## src/rtl/ifchain_pkg.sv

```systemverilog
// ifchain_pkg: shared types and constants for the ifchain comparator and its status monitor
package ifchain_pkg;
    typedef enum logic [1:0] {IDLE, RUN, TRIP} mon_state_t;
    localparam int IFC_OP_W = 4;
    localparam int IFC_HOLD_DEF = 3;
    localparam int IFC_CNT_W_DEF = 8;
endpackage

```

## src/rtl/ifchain_status_monitor_if.sv

```systemverilog
// ifchain_status_monitor_if: comparator-side inputs and monitor results bundled as one port
interface ifchain_status_monitor_if #(parameter int CNT_W = ifchain_pkg::IFC_CNT_W_DEF);
    logic status;
    logic clear;
    logic [ifchain_pkg::IFC_OP_W-1:0] a;
    logic [ifchain_pkg::IFC_OP_W-1:0] b;
    logic [CNT_W-1:0] rise_cnt;
    logic tripped;
    logic trip_pulse;
    logic [ifchain_pkg::IFC_OP_W-1:0] snap_a;
    logic [ifchain_pkg::IFC_OP_W-1:0] snap_b;
    modport master (output status, clear, a, b, input rise_cnt, tripped, trip_pulse, snap_a, snap_b);
    modport slave (input status, clear, a, b, output rise_cnt, tripped, trip_pulse, snap_a, snap_b);
endinterface

```

## src/rtl/ifchain_status_monitor_status_edge_det.sv

```systemverilog
// status_edge_det: registers status every cycle and flags its rising edge
module status_edge_det (
    input  logic clk,
    input  logic rst,
    input  logic status,
    output logic rise
);
    logic status_q, status_d;
    // Next value is simply the current sample; it is never gated by clear or trip
    always_comb status_d = status;
    // Previous-sample register
    always_ff @(posedge clk or posedge rst)
        if (rst) status_q <= 1'b0;
        else     status_q <= status_d;
    assign rise = status & ~status_q;
endmodule

```

## src/rtl/ifchain_status_monitor.sv

```systemverilog
// ifchain_status_monitor: counts status rises, trips on HOLD consecutive highs, snapshots operands
module ifchain_status_monitor
    import ifchain_pkg::*;
#(
    parameter int CNT_W = IFC_CNT_W_DEF,
    parameter int HOLD  = IFC_HOLD_DEF
) (
    input logic clk,
    input logic rst,
    ifchain_status_monitor_if.slave bus
);
    localparam int RUN_W = $clog2(HOLD + 1);
    localparam logic [RUN_W-1:0] RUN_LAST = RUN_W'(HOLD - 1);

    mon_state_t state_q, state_d;
    logic [RUN_W-1:0] run_q, run_d;
    logic [CNT_W-1:0] cnt_q, cnt_d;
    logic trip_pulse_q, trip_pulse_d;
    logic [IFC_OP_W-1:0] snap_a_q, snap_a_d, snap_b_q, snap_b_d;
    logic rise;

    status_edge_det u_edge (.clk(clk), .rst(rst), .status(bus.status), .rise(rise));

    // Saturating edge counter, run-length FSM and snapshot capture on TRIP entry
    always_comb begin
        state_d      = state_q;
        run_d        = run_q;
        trip_pulse_d = 1'b0;
        snap_a_d     = snap_a_q;
        snap_b_d     = snap_b_q;
        cnt_d        = bus.clear ? '0 : (rise && cnt_q != '1) ? cnt_q + CNT_W'(1) : cnt_q;
        if (bus.clear) begin
            state_d = IDLE;
            run_d   = '0;
        end else begin
            case (state_q)
                IDLE: if (bus.status) begin
                    state_d = (HOLD == 1) ? TRIP : RUN;
                    run_d   = RUN_W'(1);
                end
                RUN: if (!bus.status) begin
                    state_d = IDLE;
                    run_d   = '0;
                end else if (run_q == RUN_LAST) state_d = TRIP;
                else run_d = run_q + RUN_W'(1);
                default: ;
            endcase
        end
        if (state_d == TRIP && state_q != TRIP) begin
            trip_pulse_d = 1'b1;
            snap_a_d     = bus.a;
            snap_b_d     = bus.b;
        end
    end

    // State and output registers
    always_ff @(posedge clk or posedge rst)
        if (rst) begin
            state_q      <= IDLE;
            run_q        <= '0;
            cnt_q        <= '0;
            trip_pulse_q <= 1'b0;
            snap_a_q     <= '0;
            snap_b_q     <= '0;
        end else begin
            state_q      <= state_d;
            run_q        <= run_d;
            cnt_q        <= cnt_d;
            trip_pulse_q <= trip_pulse_d;
            snap_a_q     <= snap_a_d;
            snap_b_q     <= snap_b_d;
        end

    assign bus.rise_cnt   = cnt_q;
    assign bus.tripped    = (state_q == TRIP);
    assign bus.trip_pulse = trip_pulse_q;
    assign bus.snap_a     = snap_a_q;
    assign bus.snap_b     = snap_b_q;
endmodule

```

## src/flat_wrapper.sv

```systemverilog
// flat-port wrapper written by rule: the top's interface ports become plain ports
module ifchain_status_monitor_flat import ifchain_pkg::*;
#(
    parameter int CNT_W = IFC_CNT_W_DEF,
    parameter int HOLD  = IFC_HOLD_DEF
)
  (clk, rst, bus_status, bus_clear, bus_a, bus_b, bus_rise_cnt, bus_tripped, bus_trip_pulse, bus_snap_a, bus_snap_b);
  ifchain_status_monitor_if #(.CNT_W(CNT_W)) bus_i ();
  input logic clk;
  input logic rst;
  input wire logic [$bits(bus_i.status)-1:0] bus_status;
  input wire logic [$bits(bus_i.clear)-1:0] bus_clear;
  input wire logic [$bits(bus_i.a)-1:0] bus_a;
  input wire logic [$bits(bus_i.b)-1:0] bus_b;
  output wire logic [$bits(bus_i.rise_cnt)-1:0] bus_rise_cnt;
  output wire logic [$bits(bus_i.tripped)-1:0] bus_tripped;
  output wire logic [$bits(bus_i.trip_pulse)-1:0] bus_trip_pulse;
  output wire logic [$bits(bus_i.snap_a)-1:0] bus_snap_a;
  output wire logic [$bits(bus_i.snap_b)-1:0] bus_snap_b;
  assign bus_i.status = bus_status;
  assign bus_i.clear = bus_clear;
  assign bus_i.a = bus_a;
  assign bus_i.b = bus_b;
  assign bus_rise_cnt = bus_i.rise_cnt;
  assign bus_tripped = bus_i.tripped;
  assign bus_trip_pulse = bus_i.trip_pulse;
  assign bus_snap_a = bus_i.snap_a;
  assign bus_snap_b = bus_i.snap_b;
  ifchain_status_monitor #(.CNT_W(CNT_W), .HOLD(HOLD)) u_core (.clk(clk), .rst(rst), .bus(bus_i));
endmodule
```

## config.mk

```make
export PLATFORM = sky130hd
export DESIGN_NAME = ifchain_status_monitor_flat
export DESIGN_NICKNAME = d
export VERILOG_FILES = /design/src/rtl/ifchain_pkg.sv /design/src/rtl/ifchain_status_monitor_if.sv /design/src/rtl/ifchain_status_monitor_status_edge_det.sv /design/src/rtl/ifchain_status_monitor.sv /design/src/flat_wrapper.sv
export SDC_FILE = /design/constraint.sdc
export NUM_CORES = 1
export LEC_CHECK = 0
export ABC_AREA = 1
export BUFFER_PORTS_ARGS = -buffer_cell sky130_fd_sc_hd__buf_2
export CAP_MARGIN = 20
export CORE_ASPECT_RATIO = 1.4
export CORE_MARGIN = 2
export CORE_UTILIZATION = 51
export DETAILED_ROUTE_END_ITERATION = 10
export PLACE_DENSITY = 0.78
export SYNTH_ARGS = -nofsm -noshare
export SYNTH_HDL_FRONTEND = slang
export SYNTH_HIERARCHICAL = 1
export SYNTH_SLANG_ARGS = --single-unit
```

## constraint.sdc

```tcl
create_clock -name clk -period 1.7 [get_ports clk]
set_input_delay 0.34 -clock clk [delete_from_list [all_inputs] [get_ports clk]]
set_output_delay 0.34 -clock clk [all_outputs]
set_load 0.01 [all_outputs]
```

==> metrics <==
run status complete, no violations; PwrDens 682 nW/µm²; Worst-path clk slew 110 ps; core box area 2130 µm²; Startpoint Class flop; Mapped Cells 141; CP max FO 4; hold-critical path depth 1; Synth Area in Adders 2.23%; Synth Register Bits 22; Rel. slew slack 80.8%; Syn Std Cell Area 1120 µm²; setup ws final 262 ps; Initial Util 52.8%; routed wire length 2.29 mm; number of library cell types mapped by synthesis 23; CTS Root Buffer Type clkbuf_4; post-synthesis mux area share 0%; syn_nets 155; Max IR drop VDD 0.539 mV; NumNets Final 190; sequential area share after synthesis 49.0%; min cycle time layout 1440 ps; Setup WS pre-CTS 343 ps; syn avg cell area 7.97 µm²; synth warn 6; filler cell count 198; Vias/cell 5.13; TritonRoute pass-1 iters 4; Setup violations, final 0; DR WL/cell 11.7 µm; # clock sinks 22; CP Data Arrival Time 1100 ps; compound-gate portion of the synthesized area 6.79%; GPL Wtd Cong 0.900; Tot GR Track Use 20.4%; first-pass GRT wire length 4.00 mm; Skew-Pair Late Insertion Delay 290 ps; total power 0.903 mW; Hold Vio Cnt, Final 0; Layout Area Growth over Synthesis 17.9%; area of the multi-input gates 502 µm²; Post-CTS Setup Repair Bufs 0; Top Ports 30; kind of critical path flop to output pin; TritonCTS Buffers 3; CTS tree built; DR iter-0 viols 34; Final ANT Viol Nets 0; Die X 43.7 µm; initial antenna violation count 0; RSZ-0062 raised after global routing false; ANT cells 0; dpl hpwl 1.83 mm; Synth area leader dfrtp_1; DIE HEIGHT 59.5 µm; Fin Clk Skew 2.42 ps; CP required 1360 ps; row count 20; Crit. End Element output pin; Vias 1005; cell leakage power 0.726 nW; Overflow after GRT 0; XOR/XNOR Fraction of Synth Area 0.780%; share of cells above drive strength 1 26.4%; Register Area 551 µm²; Final Cycle Share 84.6%; vias in the first global route 979; Slew Viols, Final 0; post-route DRC violation count 0; Hold Crit Class input port to flop; Slew @ Worst Pin 287 ps; fmax 696 MHz; Reg2Reg Depth 9; largest family of logic cells by synthesized area simple AND/OR/NAND/NOR gates; Final TNS setup 0 ps; Synth Area in Simple Gates 34.9%; # port buffers 29; post-synth top area share 49.0%; H-Tree Depth 1; largest net degree at the start of global routing 15; top post-synthesis cells by area dfrtp_1 (49%), nand2_1 (16%), nand3_1 (4.9%); Clock Path Buffers 2; max_cap viols 0; die area 2600 µm²
## synth_stat cells
| library cell | instances |
|---|---|
| nand2_1 | 47 |
| dfrtp_1 | 22 |
| nor2_1 | 14 |
| inv_1 | 12 |
| nand3_1 | 11 |
| o21ai_1 | 11 |
| nand2_2 | 3 |
| a21oi_1 | 2 |
| ha_1 | 2 |
| nand2_4 | 2 |
| nor2_2 | 2 |
| nor2_4 | 2 |
| buf_6 | 1 |
| clkinv_2 | 1 |
| inv_2 | 1 |
| inv_4 | 1 |
| nand4_1 | 1 |
| nor3_1 | 1 |
| nor3b_1 | 1 |
| nor4_2 | 1 |
| o21ai_0 | 1 |
| o22ai_1 | 1 |
| xor2_1 | 1 |
## logic make-up (layout without fill, tap and decap cells)
logic type	Yosys count	in the layout
buffers and inverters	16	49
DFF	22	22
adders and majority gates	2	2
and+or+nand+nor	85	85
AOI/OAI and AO/OA	15	15
xor gates and xnor gates	1	1
## area by class of cell
type	instances	share of cell area, %
flip-flops and latches	22	41.5
multi-input cells	103	37.9
repair buffers	31	12.3
inverters	15	4.53
well taps	22	2.08
clock buffers	3	1.70
## worst paths after layout
check                                        from                     end  slack, ps
max                             u_core/state_q[1]             bus_tripped        260
min                                    bus_status  u_core/u_edge/status_q        230
max reg2reg                u_core/bus.rise_cnt[0]  u_core/bus.rise_cnt[1]        330
min reg2reg                  u_core/bus.snap_a[1]    u_core/bus.snap_a[1]        490
max in group asynchronous                     rst  u_core/bus.rise_cnt[2]        690
min in group asynchronous                     rst  u_core/u_edge/status_q        420
## routing by layer
layer	vias up	global-route usage, %	part of all wire, %	routed length [µm]
met4	0	9.52	0.87	20
met1	467	24.3	41	939
li1	516	-	-	-
met3	2	1.83	3.6	83
met5	-	0	0	0
met2	20	36.3	54	1240
## flip-flops by register name, summed over array words and instances, names as in the netlist
register                cells
u_core/u_edge/status_q      1
u_core/state_q              2
u_core/bus.snap_a           4
u_core/bus.rise_cnt         8
u_core/bus.trip_pulse       1
u_core/bus.snap_b           4
u_core/run_q                2
## power breakdown
part           switching [mW]  internal [mW]
clock network           0.138         0.0824
logic                  0.0751         0.0460
registers              0.0150          0.547
## placed cells by master (no fill, tap or decap), drive strengths merged, types with 2 or more instances in the layout
cell,n
nand3,11
o21ai,12
nor2,18
nand2,52
buf,30
ha,2
a21oi,2
clkbuf,3
dfrtp,22
inv,14
## worst max-delay path, cell delays in order (launching register included)
cell     delay [ps]
dfrtp_1         470
inv_1           120
nor2_1           90
buf_2           130
## through the flow
stage / util, % / instance area, µm² / std cells / hold slack, ps
after floorplan: - / 1120 / 141 / 68.7
after global placement: 60.8 / 1290 / 192 / 190
after detailed placement: 60.8 / 1290 / 192 / 188
after CTS: 62.3 / 1330 / 196 / 215
after global routing: 62.3 / 1330 / 196 / 222
final: 62.3 / 1330 / 196 / 227
## timing repair
action | 4_1_cts | 5_1_grt
endpoints found under the setup margin | 0 | 0
resized for setup | 0 | 0
endpoints found under the hold margin | 8 | 0
hold buffers | 1 | 0
Note: power is estimated with default switching activity, not from simulation.
